--- src/rtl/centroid_marker.sv ---
// rtl/centroid_marker.sv - crosshair overlay at a per-frame latched centroid
// Two-stage pixel pipeline: stage 1 tags each pixel with its column/row, stage 2 paints the marker.
module centroid_marker #(
   parameter int          IMG_W    = 64,
   parameter int          IMG_H    = 64,
   parameter int          ARM      = 4,
   parameter logic [23:0] MARK_RGB = 24'hFF0000
) (
   input  logic        clk,
   input  logic        rst_n,
   input  logic        de,
   input  logic        hsync,
   input  logic        vsync,
   input  logic [23:0] pixel_in,
   input  logic [10:0] x,
   input  logic [10:0] y,
   input  logic        enable,
   output logic        de_out,
   output logic        hsync_out,
   output logic        vsync_out,
   output logic [23:0] pixel_out
);

   localparam logic [11:0] W_L     = 12'(IMG_W);
   localparam logic [11:0] H_L     = 12'(IMG_H);
   localparam logic [11:0] ARM_L   = 12'(ARM);
   localparam logic [10:0] CNT_MAX = 11'h7FF;

   logic        de_prev_q, vs_prev_q;
   logic [10:0] h_cnt_q, h_cnt_d;
   logic [10:0] v_cnt_q, v_cnt_d;
   logic [10:0] mark_x_q, mark_x_d;
   logic [10:0] mark_y_q, mark_y_d;
   logic        mark_ok_q, mark_ok_d;

   logic        s1_de_q, s1_hs_q, s1_vs_q, s1_en_q;
   logic [23:0] s1_pix_q;
   logic [10:0] s1_h_q, s1_v_q;

   logic        de_out_q, hsync_out_q, vsync_out_q;
   logic [23:0] pixel_out_q;

   logic        vs_rise, de_fall, hit;
   logic [11:0] dx, dy;
   logic [23:0] pix_d;

   always_comb begin
      vs_rise   = vsync & ~vs_prev_q;
      de_fall   = de_prev_q & ~de;

      h_cnt_d = h_cnt_q;
      if (de) begin
         if (h_cnt_q != CNT_MAX) h_cnt_d = h_cnt_q + 11'd1;
      end else if (de_fall) begin
         h_cnt_d = 11'd0;
      end

      // A vsync rise on the same clk as the last line's de fall must start the frame at row 0.
      v_cnt_d = v_cnt_q;
      if (vs_rise) begin
         v_cnt_d = 11'd0;
      end else if (de_fall && v_cnt_q != CNT_MAX) begin
         v_cnt_d = v_cnt_q + 11'd1;
      end

      mark_x_d  = mark_x_q;
      mark_y_d  = mark_y_q;
      mark_ok_d = mark_ok_q;
      if (vs_rise) begin
         mark_x_d  = x;
         mark_y_d  = y;
         mark_ok_d = ({1'b0, x} < W_L) && ({1'b0, y} < H_L);
      end

      if (s1_h_q >= mark_x_q) dx = {1'b0, s1_h_q} - {1'b0, mark_x_q};
      else                    dx = {1'b0, mark_x_q} - {1'b0, s1_h_q};
      if (s1_v_q >= mark_y_q) dy = {1'b0, s1_v_q} - {1'b0, mark_y_q};
      else                    dy = {1'b0, mark_y_q} - {1'b0, s1_v_q};

      hit = s1_de_q & s1_en_q & mark_ok_q &
            (((s1_v_q == mark_y_q) && (dx <= ARM_L)) ||
             ((s1_h_q == mark_x_q) && (dy <= ARM_L)));
      pix_d = hit ? MARK_RGB : s1_pix_q;
   end

   always_ff @(posedge clk) begin
      if (!rst_n) begin
         de_prev_q   <= 1'b0;
         vs_prev_q   <= 1'b0;
         h_cnt_q     <= 11'd0;
         v_cnt_q     <= 11'd0;
         mark_x_q    <= 11'd0;
         mark_y_q    <= 11'd0;
         mark_ok_q   <= 1'b0;
         s1_de_q     <= 1'b0;
         s1_hs_q     <= 1'b0;
         s1_vs_q     <= 1'b0;
         s1_en_q     <= 1'b0;
         s1_pix_q    <= 24'd0;
         s1_h_q      <= 11'd0;
         s1_v_q      <= 11'd0;
         de_out_q    <= 1'b0;
         hsync_out_q <= 1'b0;
         vsync_out_q <= 1'b0;
         pixel_out_q <= 24'd0;
      end else begin
         de_prev_q   <= de;
         vs_prev_q   <= vsync;
         h_cnt_q     <= h_cnt_d;
         v_cnt_q     <= v_cnt_d;
         mark_x_q    <= mark_x_d;
         mark_y_q    <= mark_y_d;
         mark_ok_q   <= mark_ok_d;
         s1_de_q     <= de;
         s1_hs_q     <= hsync;
         s1_vs_q     <= vsync;
         s1_en_q     <= enable;
         s1_pix_q    <= pixel_in;
         s1_h_q      <= h_cnt_q;
         s1_v_q      <= v_cnt_q;
         de_out_q    <= s1_de_q;
         hsync_out_q <= s1_hs_q;
         vsync_out_q <= s1_vs_q;
         pixel_out_q <= pix_d;
      end
   end

   assign de_out    = de_out_q;
   assign hsync_out = hsync_out_q;
   assign vsync_out = vsync_out_q;
   assign pixel_out = pixel_out_q;

endmodule

--- config.mk ---
export PLATFORM = sky130hd
export DESIGN_NAME = centroid_marker
export DESIGN_NICKNAME = d
export VERILOG_FILES = /design/src/rtl/centroid_marker.sv
export SDC_FILE = /design/constraint.sdc
export NUM_CORES = 1
export LEC_CHECK = 0
export BUFFER_PORTS_ARGS = -buffer_cell sky130_fd_sc_hd__buf_2
export CORE_MARGIN = 1
export CORE_UTILIZATION = 48
export CTS_CLUSTER_SIZE = 12
export DETAILED_ROUTE_END_ITERATION = 10
export GPL_ROUTABILITY_DRIVEN = 0
export GPL_TIMING_DRIVEN = 1
export PLACE_DENSITY = 0.71
export REMOVE_ABC_BUFFERS = 1
export SLEW_MARGIN = 20
export SYNTH_ARGS = -nofsm -noshare
export SYNTH_HDL_FRONTEND = slang
export SYNTH_SLANG_ARGS = --single-unit
--- constraint.sdc ---
create_clock -name clk -period 3.3 [get_ports clk]
set_clock_uncertainty 0.15 [all_clocks]
set_input_delay 0.66 -clock clk [delete_from_list [all_inputs] [get_ports clk]]
set_output_delay 0.66 -clock clk [all_outputs]
set_load 0.05 [all_outputs]
==> results of run 1 <==
==> layout make-up <==
class,count,area (sq um),area share
Multi-Input combinational cell,556,3730,0.484
Clock buffer,23,478,0.0621
Timing Repair Buffer,91,488,0.0634
Inverter,55,206,0.0268
Tap cell,176,220,0.0286
Clock inverter,9,136,0.0177
Sequential cell,122,2440,0.317
==> metrics by stage <==
stage	utilization	power [mW]	instances	instance area, sq um
after CTS	0.577	4.09	1032	7700
after global routing	0.577	4.22	1032	7700
final	0.577	4.07	1032	7700
after floorplan	-	2.00	733	6370
after global placement	0.531	2.17	1000	7090
after detailed placement	0.531	2.17	1000	7090
==> worst max-delay path by stage <==
stage | startpoint | end | depth (start not counted)
global route | mark_y_q[6] | pixel_out[22] | 10
finish | mark_y_q[5] | pixel_out[22] | 10
detailed placement | mark_y_q[5] | pixel_out[4] | 10
CTS | mark_y_q[5] | pixel_out[4] | 10
floorplan | mark_y_q[5] | pixel_out[0] | 10
global placement | mark_y_q[5] | pixel_out[1] | 10
==> Yosys cell counts, types with 17 or more instances <==
cell type,count,share of area
a21boi_0,28,0.032
a21oi_1,36,0.027
and2_1,56,0.053
clkbuf_1,17,0.0096
dfxtp_1,122,0.37
ha_1,46,0.087
inv_1,55,0.031
nand2_1,110,0.062
nand3_1,29,0.022
nor2_1,36,0.020
nor3_1,18,0.014
o21ai_0,18,0.014
==> logic make-up after synthesis <==
family / after synthesis / synth area share
muxes: 4 / 0.00623
and+or+nand+nor: 326 / 0.259
AOI/OAI and AO/OA: 164 / 0.189
buffers and inverters: 92 / 0.0691
xor gates and xnor gates: 16 / 0.0211
DFF: 122 / 0.369
adders and majority gates: 46 / 0.0869
==> where the power goes <==
part,switching (mW),internal (mW),total (mW)
sequential,0.0265,1.52,1.55
clock,0.670,1.25,1.92
combinational,0.355,0.238,0.593
==> registers in the layout, indices dropped and copies added, names as in the netlist <==
signal and count:
s1_de_q 1, mark_y_q 11, h_cnt_q 11, pixel_out 24, s1_en_q 1, s1_pix_q 24, mark_x_q 11, s1_vs_q 1
hsync_out 1, mark_ok_q 1, de_out 1, s1_hs_q 1, s1_v_q 11, vsync_out 1, v_cnt_q 11, s1_h_q 11
==> critical path: cells and delay by family (launching register included) <==
family,cells,cell delay [ps]
compound gates,5,1270
fa+ha+maj,1,500
buf+inv,1,50
flops,1,350
simple gates,3,600
==> layer usage <==
| layer | vias up | wire length (um) |
|---|---|---|
| met2 | 148 | 6420 |
| met1 | 2377 | 7040 |
| met3 | 23 | 933 |
| met4 | 0 | 335 |
| li1 | 2787 | - |
| met5 | - | 0 |
==> cell usage in the layout (no fill, tap or decap), types with 11 or more instances in the layout <==
| cell type | instances |
|---|---|
| nor3_1 | 18 |
| a21oi_1 | 36 |
| nand2_1 | 110 |
| nor2_1 | 36 |
| buf_2 | 78 |
| o21ai_0 | 18 |
| nor3_2 | 11 |
| a21boi_0 | 28 |
| clkbuf_16 | 17 |
| nand3_1 | 29 |
| dfxtp_1 | 122 |
| ha_1 | 46 |
| and2_1 | 56 |
| nand4_1 | 11 |
| buf_4 | 13 |
| inv_1 | 55 |
==> results.toml, run 1 <==
[synthesis]
ys_seq_elements = 122
synth_ff_type = "dfxtp_1"
synth-edff-count = 0
ys_seq_area_frac = 0.369
syn_avg_cell_area_sq_um = 8.61
synthArstFlopShare = 0
syn_inst = 770
yosysWarnings = 0
netlist_area_sq_mm = 0.00663
yosysUniqueCellTypes = 85

[sta]
period_needed_ps = 3010
worst_slew_pin_slew_ps = 607
tns_ps = 0
hold_viol = 0
fin_ws_ps = 287
drv_slew = 0
maxSlewHeadroom = 0.592
grt_setup_unrepaired = "no"
worst_hold_slack_ps = 272
max_freq_mhz = 332
timing.final.crit_share = 0.913
final-setup-viol-count = 0

[routing]
ant_nets = 0
drt_iter0_drc = 221
post_drt_wl_per_cell_um = 14.3
viasPerCell = 5.17
dr_total_vias = 5335
first_pass_iters = 5
drc = 0
wl_um = 14700

[run_status]
run_status = "completed"

[layout]
syn2layout_area_growth_pct = 16.2
drive_gt1_frac = 0.209
fill_cells = 1217
antennaDiodeCount = 0
fin_nets = 941

[power]
powerDensity_mw_per_mm2 = 528
p_leak_nw = 3.29
ir_drop_v = 0.000342

[critical_path]
startpoint_type = "flop"
crit_fanout = 14
r2r_slack_ps = 290
critPathArrivalTime_ps = 3220
cp.required_ps = 3500
rr_startpoint = "mark_y_q[5]"
crit_path_max_incr_delay_ps = 500
end_kind = "flop"
reg2reg_depth = 10
slowest_stage = "ha_1"
cp_cell_sequence = "inv_1, ha_1, a211o_2, o211ai_2, a21oi_1, nor3_1, nand4_2, a2111oi_4, o2111ai_2, nand3_1"
worstSetupPathType = "flop to flop"
worstReg2RegEnd = "pixel_out[22]"

[floorplanning]
fp.dieW_um = 119
io_pins = 79
core_area_sq_mm = 0.0133
die_area_sq_mm = 0.0143
die_y_um = 119
start_util = 0.496
placementRows = 42

[global_route]
grtUsageMet1 = 0.283
use_met2 = 0.340
grt_busiest_layer = "met2"
antenna_found_initial = 0
grt_max_degree = 32
grt_pass1_vias = 5081
grt_pass1_wl_um = 24500
grtUsageMet3 = 0.0556
grt_usage = 0.218
grt_overflow = 0

[clock_network]
clockRootBuffer = "clkbuf_16"
cts_tree = "built"
cts.reportedPaths.clkPinSlew_ps = 60
worstSkewPairLatency_ps = 420
numCtsBuffers = 17
cts_setup_buffers = 0
cts_buffer_depth = 2
cts.htree.levels = 4
ctsResizeCount = 0
hold_buffers = 0
cts.sinks = 122

[min_path]
min_path_type = "flop to flop"
min-delay-start = "s1_pix_q[3]"
hold_depth = 2
hold-path-endpoint = "pixel_out[3]"

[placement]
preCtsSetupSlack_ps = 308
numPortBuffers = 78
hpwl_um = 10700

[job]
maxCapViolCount = 0
No activity file was read; power rests on OpenSTA's default activity.
==> run 2: changes to the inputs <==
CELL_PAD_IN_SITES_DETAIL_PLACEMENT = 1   (was not set)
CELL_PAD_IN_SITES_GLOBAL_PLACEMENT = 2   (was not set)
CORE_UTILIZATION = 36   (was 48)
PLACE_DENSITY = 0.84   (was 0.71)
==> run 2 against run 1 <==
Core utilization is 15 points lower. Fmax is 4.8% lower. Critical path depth is the same. Count of clock-buffer cells in the layout fell by 5. Critical path type unchanged.
==> results.toml, run 2 (synthesis gave the netlist of run 1 again) <==
[run_status]
run_status = "completed"

[critical_path]
cp_cell_sequence = "inv_1, ha_1, and2_1, a221oi_1, a21oi_1, a21oi_1, nand4_1, a211oi_2, o211a_4, nor3_1"
path_common_cell = "a21oi_1"
crit_fanout = 16
crit_path_max_incr_delay_ps = 470
reg2reg_depth = 10
worstReg2RegEnd = "pixel_out[15]"
critPathArrivalTime_ps = 3310
startpoint_type = "flop"
worstSetupPathType = "flop to flop"
end_kind = "flop"
r2r_slack_ps = 140
slowest_stage = "a221oi_1"
crit_buf_inv = 1
cp.required_ps = 3450
cp_top_family = "compound AO/OA/AOI/OAI gates"
rr_startpoint = "mark_x_q[8]"

[floorplanning]
core_area_sq_mm = 0.0180
fp.dieW_um = 138
die_y_um = 138
placementRows = 49
start_util = 0.368
die_area_sq_mm = 0.0190
io_pins = 79

[min_path]
min_path_type = "flop to flop"
hold_depth = 2
min-delay-start = "s1_pix_q[1]"
hold-path-endpoint = "pixel_out[1]"

[layout]
antennaDiodeCount = 0
final_common_cell = "dfxtp_1"
fin_nets = 934
final_area_sq_mm = 0.00766
layout_common_cells = "dfxtp_1, nand2_1, buf_2"
drive_gt1_frac = 0.208
fin_cells = 1078
syn2layout_area_growth_pct = 15.6

[sta]
hold_viol = 0
max_freq_mhz = 316
worst_slew_pin_slew_ps = 658
maxSlewHeadroom = 0.557
drv_slew = 0
grt_setup_unrepaired = "no"
tns_ps = 0
worst_hold_slack_ps = 276
final-setup-viol-count = 0
period_needed_ps = 3160
timing.final.crit_share = 0.959

[global_route]
antenna_found_initial = 0
grt_pass1_vias = 5922
grt_pass1_wl_um = 29300
grt_max_degree = 58
grt_overflow = 0
grt_usage = 0.201

[routing]
drc = 0
ant_nets = 0
wl_met1_um = 8290
post_drt_wl_per_cell_um = 16.5
maxUsedRoutingLayer = "met4"
first_pass_iters = 4
dr_total_vias = 5607
drt_iter0_drc = 174
viasPerCell = 5.20
wl_um = 17700
wl_met3_um = 541
met2WireLength_um = 8570

[placement]
numPortBuffers = 78
hpwl_um = 13300
place_area_sq_mm = 0.00710
placed_cells = 1046

[power]
power.total_mw = 3.89
ir_drop_v = 0.000367
powerDensity_mw_per_mm2 = 508
p_leak_nw = 3.22

[clock_network]
cts.htree.levels = 4
cts.reportedPaths.clkPinSlew_ps = 60
worstSkewPairLatency_ps = 420
cts_setup_buffers = 0
cts_tree = "built"
clockRootBuffer = "clkbuf_16"
cts.sinks = 122
numCtsBuffers = 17
cts_buffer_depth = 2

[job]
maxCapViolCount = 0
==> run 2: layout make-up <==
cell class,count,area [sq um]
clock inverters,14,114
repair buffers,84,435
multi-input cells,556,3730
clock buffers,18,439
inverters,55,206
fillers,2201,10400
well taps,229,287
flip-flops and latches,122,2440
==> run 2: how the worst max path moves through the flow <==
stage / from / end / slack, ps / cells past startpoint
2_1_floorplan: mark_y_q[5] / pixel_out[0] / 540 / 10
3_3_place_gp: mark_x_q[7] / pixel_out[3] / 320 / 10
3_5_place_dp: mark_x_q[7] / pixel_out[22] / 160 / 10
4_1_cts: mark_x_q[7] / pixel_out[2] / 110 / 10
5_1_grt: mark_x_q[8] / pixel_out[2] / 4 / 10
6_report: mark_x_q[8] / pixel_out[15] / 140 / 10
==> run 2: metrics by stage <==
stage	setup slack (ps)	utilization
after floorplan	545	-
final	136	0.425
after global placement	315	0.394
after detailed placement	164	0.394
after global routing	3.61	0.425
after CTS	111	0.425
==> run 2: tightest hold or removal path: stages, from the launching register on <==
cell     delay, ps
dfxtp_1        300
nand2_1         50
nor3_1          40
==> run 2: metal layers <==
layer / GRT usage / vias up
met5: 0 / -
met1: 0.249 / 2712
li1: - / 2770
met2: 0.345 / 99
met3: 0.0401 / 26
met4: 0.0714 / 0
==> run 2: where the power goes <==
part | total (mW) | leakage, nW | switching, mW | internal, mW
clock network | 1.74 | 0.254 | 0.745 | 0.993
registers | 1.55 | 0.999 | 0.0295 | 1.52
logic | 0.603 | 1.96 | 0.368 | 0.235
total | 3.89 | 3.22 | 1.14 | 2.75
==> run 2: timing repair <==
action | CTS | global route
gates resized for setup | 0 | 2
hold buffers | 0 | 0
endpoints found under the setup margin | 0 | 24
==> run 3: changes to the inputs <==
CTS_CLUSTER_SIZE = not set   (was 12)
REMOVE_ABC_BUFFERS = not set   (was 1)
==> run 3 against run 2 <==
Routed wire length is essentially flat. Flip-flop and latch count did not move. Setup slack improved by 87 ps. First-iteration DRC count up 35%. Core utilization grew 0.56 points. Sequential power hardly changed. Sequential share of layout area shrank 0.42 points. Clock power up 15%.
==> results.toml, run 3 (synthesis gave the netlist of run 1 again) <==
[clock_network]
cts_tree = "built"
cts_buffer_depth = 2
clockRootBuffer = "clkbuf_16"
cts.sinks = 122
cts.htree.levels = 4
hold_buffers = 0
cts.reportedPaths.clkPinSlew_ps = 60
worstSkewPairLatency_ps = 420
numCtsBuffers = 17

[layout]
layout_common_cells = "dfxtp_1, nand2_1, buf_2"
fin_nets = 936
antennaDiodeCount = 0
fin_cells = 1080
final_common_cell = "dfxtp_1"
final_area_sq_mm = 0.00776
drive_gt1_frac = 0.210
syn2layout_area_growth_pct = 17.1

[routing]
post_drt_wl_per_cell_um = 16.4
drt_iter0_drc = 235
wl_um = 17700
viasPerCell = 5.16
drc = 0
dr_total_vias = 5570
ant_nets = 0
first_pass_iters = 4

[floorplanning]
placementRows = 49
die_area_sq_mm = 0.0190
io_pins = 79
die_y_um = 138
core_area_sq_mm = 0.0180
start_util = 0.368
fp.dieW_um = 138

[global_route]
grt_pass1_wl_um = 29200
grt_max_degree = 44
grt_overflow = 0
grt_pass1_vias = 5918
antenna_found_initial = 1
grt_usage = 0.201

[sta]
final-setup-viol-count = 0
hold_viol = 0
drv_slew = 0
worst_hold_slack_ps = 285
period_needed_ps = 3080
fin_ws_ps = 223
timing.final.crit_share = 0.933
maxSlewHeadroom = 0.538
grt_setup_unrepaired = "yes"
tns_ps = 0
worst_slew_pin_slew_ps = 692
max_freq_mhz = 325

[critical_path]
end_kind = "flop"
worstSetupPathType = "flop to flop"
cp.required_ps = 3440
crit_fanout = 16
critPathArrivalTime_ps = 3220
startpoint_type = "flop"

[run_status]
run_status = "completed"

[placement]
preCtsSetupSlack_ps = 232
place_area_sq_mm = 0.00711
placed_cells = 1048
numPortBuffers = 78
hpwl_um = 13400

[power]
p_leak_nw = 3.28
ir_drop_v = 0.000349
powerDensity_mw_per_mm2 = 536

[job]
maxCapViolCount = 0

[min_path]
min_path_type = "flop to flop"

[synthesis]
synth_nets = 868
-- run 3: cell types whose count changed in the layout (fill, tap and decap cells not counted) --
cell | previous run | this run
clkinv_2 | 1 | 2
clkinvlp_4 | 6 | 1
a221oi_2 | 0 | 1
clkinv_4 | 1 | 4
buf_4 | 6 | 8
clkbuf_1 | 0 | 1
bufinv_16 | 0 | 4
inv_8 | 1 | 0
a221oi_1 | 1 | 0
inv_6 | 5 | 2
-- run 3: what timing repair did --
| action | in CTS | in global routing |
|---|---|---|
| gates resized for setup | 0 | 3 |
| buffers inserted | 0 | 0 |
| setup endpoints to repair | 0 | 11 |
-- run 3: cell type report --
class                      count  area [sq um]
clock buffer                  19           443
clock inverter                13           190
fill                        2152         10300
inverter                      55           206
multi-input combinational    556          3740
sequential                   122          2440
tap                          229           287
timing repair buffer          86           450
-- run 3: power breakdown --
group | internal (mW) | leakage [nW] | switching, mW | total (mW)
combinational | 0.237 | 1.97 | 0.370 | 0.607
clock | 1.29 | 0.308 | 0.712 | 2.00
sequential | 1.52 | 0.999 | 0.0287 | 1.55
-- run 3: worst max-delay path, cell delays in order, from the launching register on --
cell and delay, ps:
dfxtp_1 360, inv_1 60, ha_1 580, and4_2 370, nand2b_2 100, or4_1 480
a21oi_1 160, o21a_1 230, o211a_4 360, nor3_1 100
-- run 3: path summary, 6_finish.rpt --
kind / start / end / slack, ps / cells after the start
worst max-delay path: mark_y_q[7] / pixel_out[3] / 220 / 9
worst min-delay path: s1_pix_q[2] / pixel_out[2] / 280 / 2
worst max register to register: mark_y_q[7] / pixel_out[3] / 220 / 9
worst min register to register: s1_pix_q[2] / pixel_out[2] / 280 / 2
-- run 3: per-stage QoR --
| stage | utilization | power (mW) |
|---|---|---|
| 2_1_floorplan | - | 2.03 |
| 3_3_place_gp | 0.395 | 2.16 |
| 6_report | 0.431 | 4.16 |
| 4_1_cts | 0.430 | 4.19 |
| 5_1_grt | 0.431 | 4.34 |
| 3_5_place_dp | 0.395 | 2.18 |
-- run 3: metal layers --
metal | global-route usage | wire, um | vias to the layer above | part of all wire
met5 | 0 | 16 | - | 0.00090
met4 | 0.0720 | 306 | 2 | 0.017
met3 | 0.0453 | 662 | 23 | 0.037
met2 | 0.344 | 8730 | 104 | 0.49
met1 | 0.244 | 8030 | 2665 | 0.45
li1 | - | - | 2776 | -
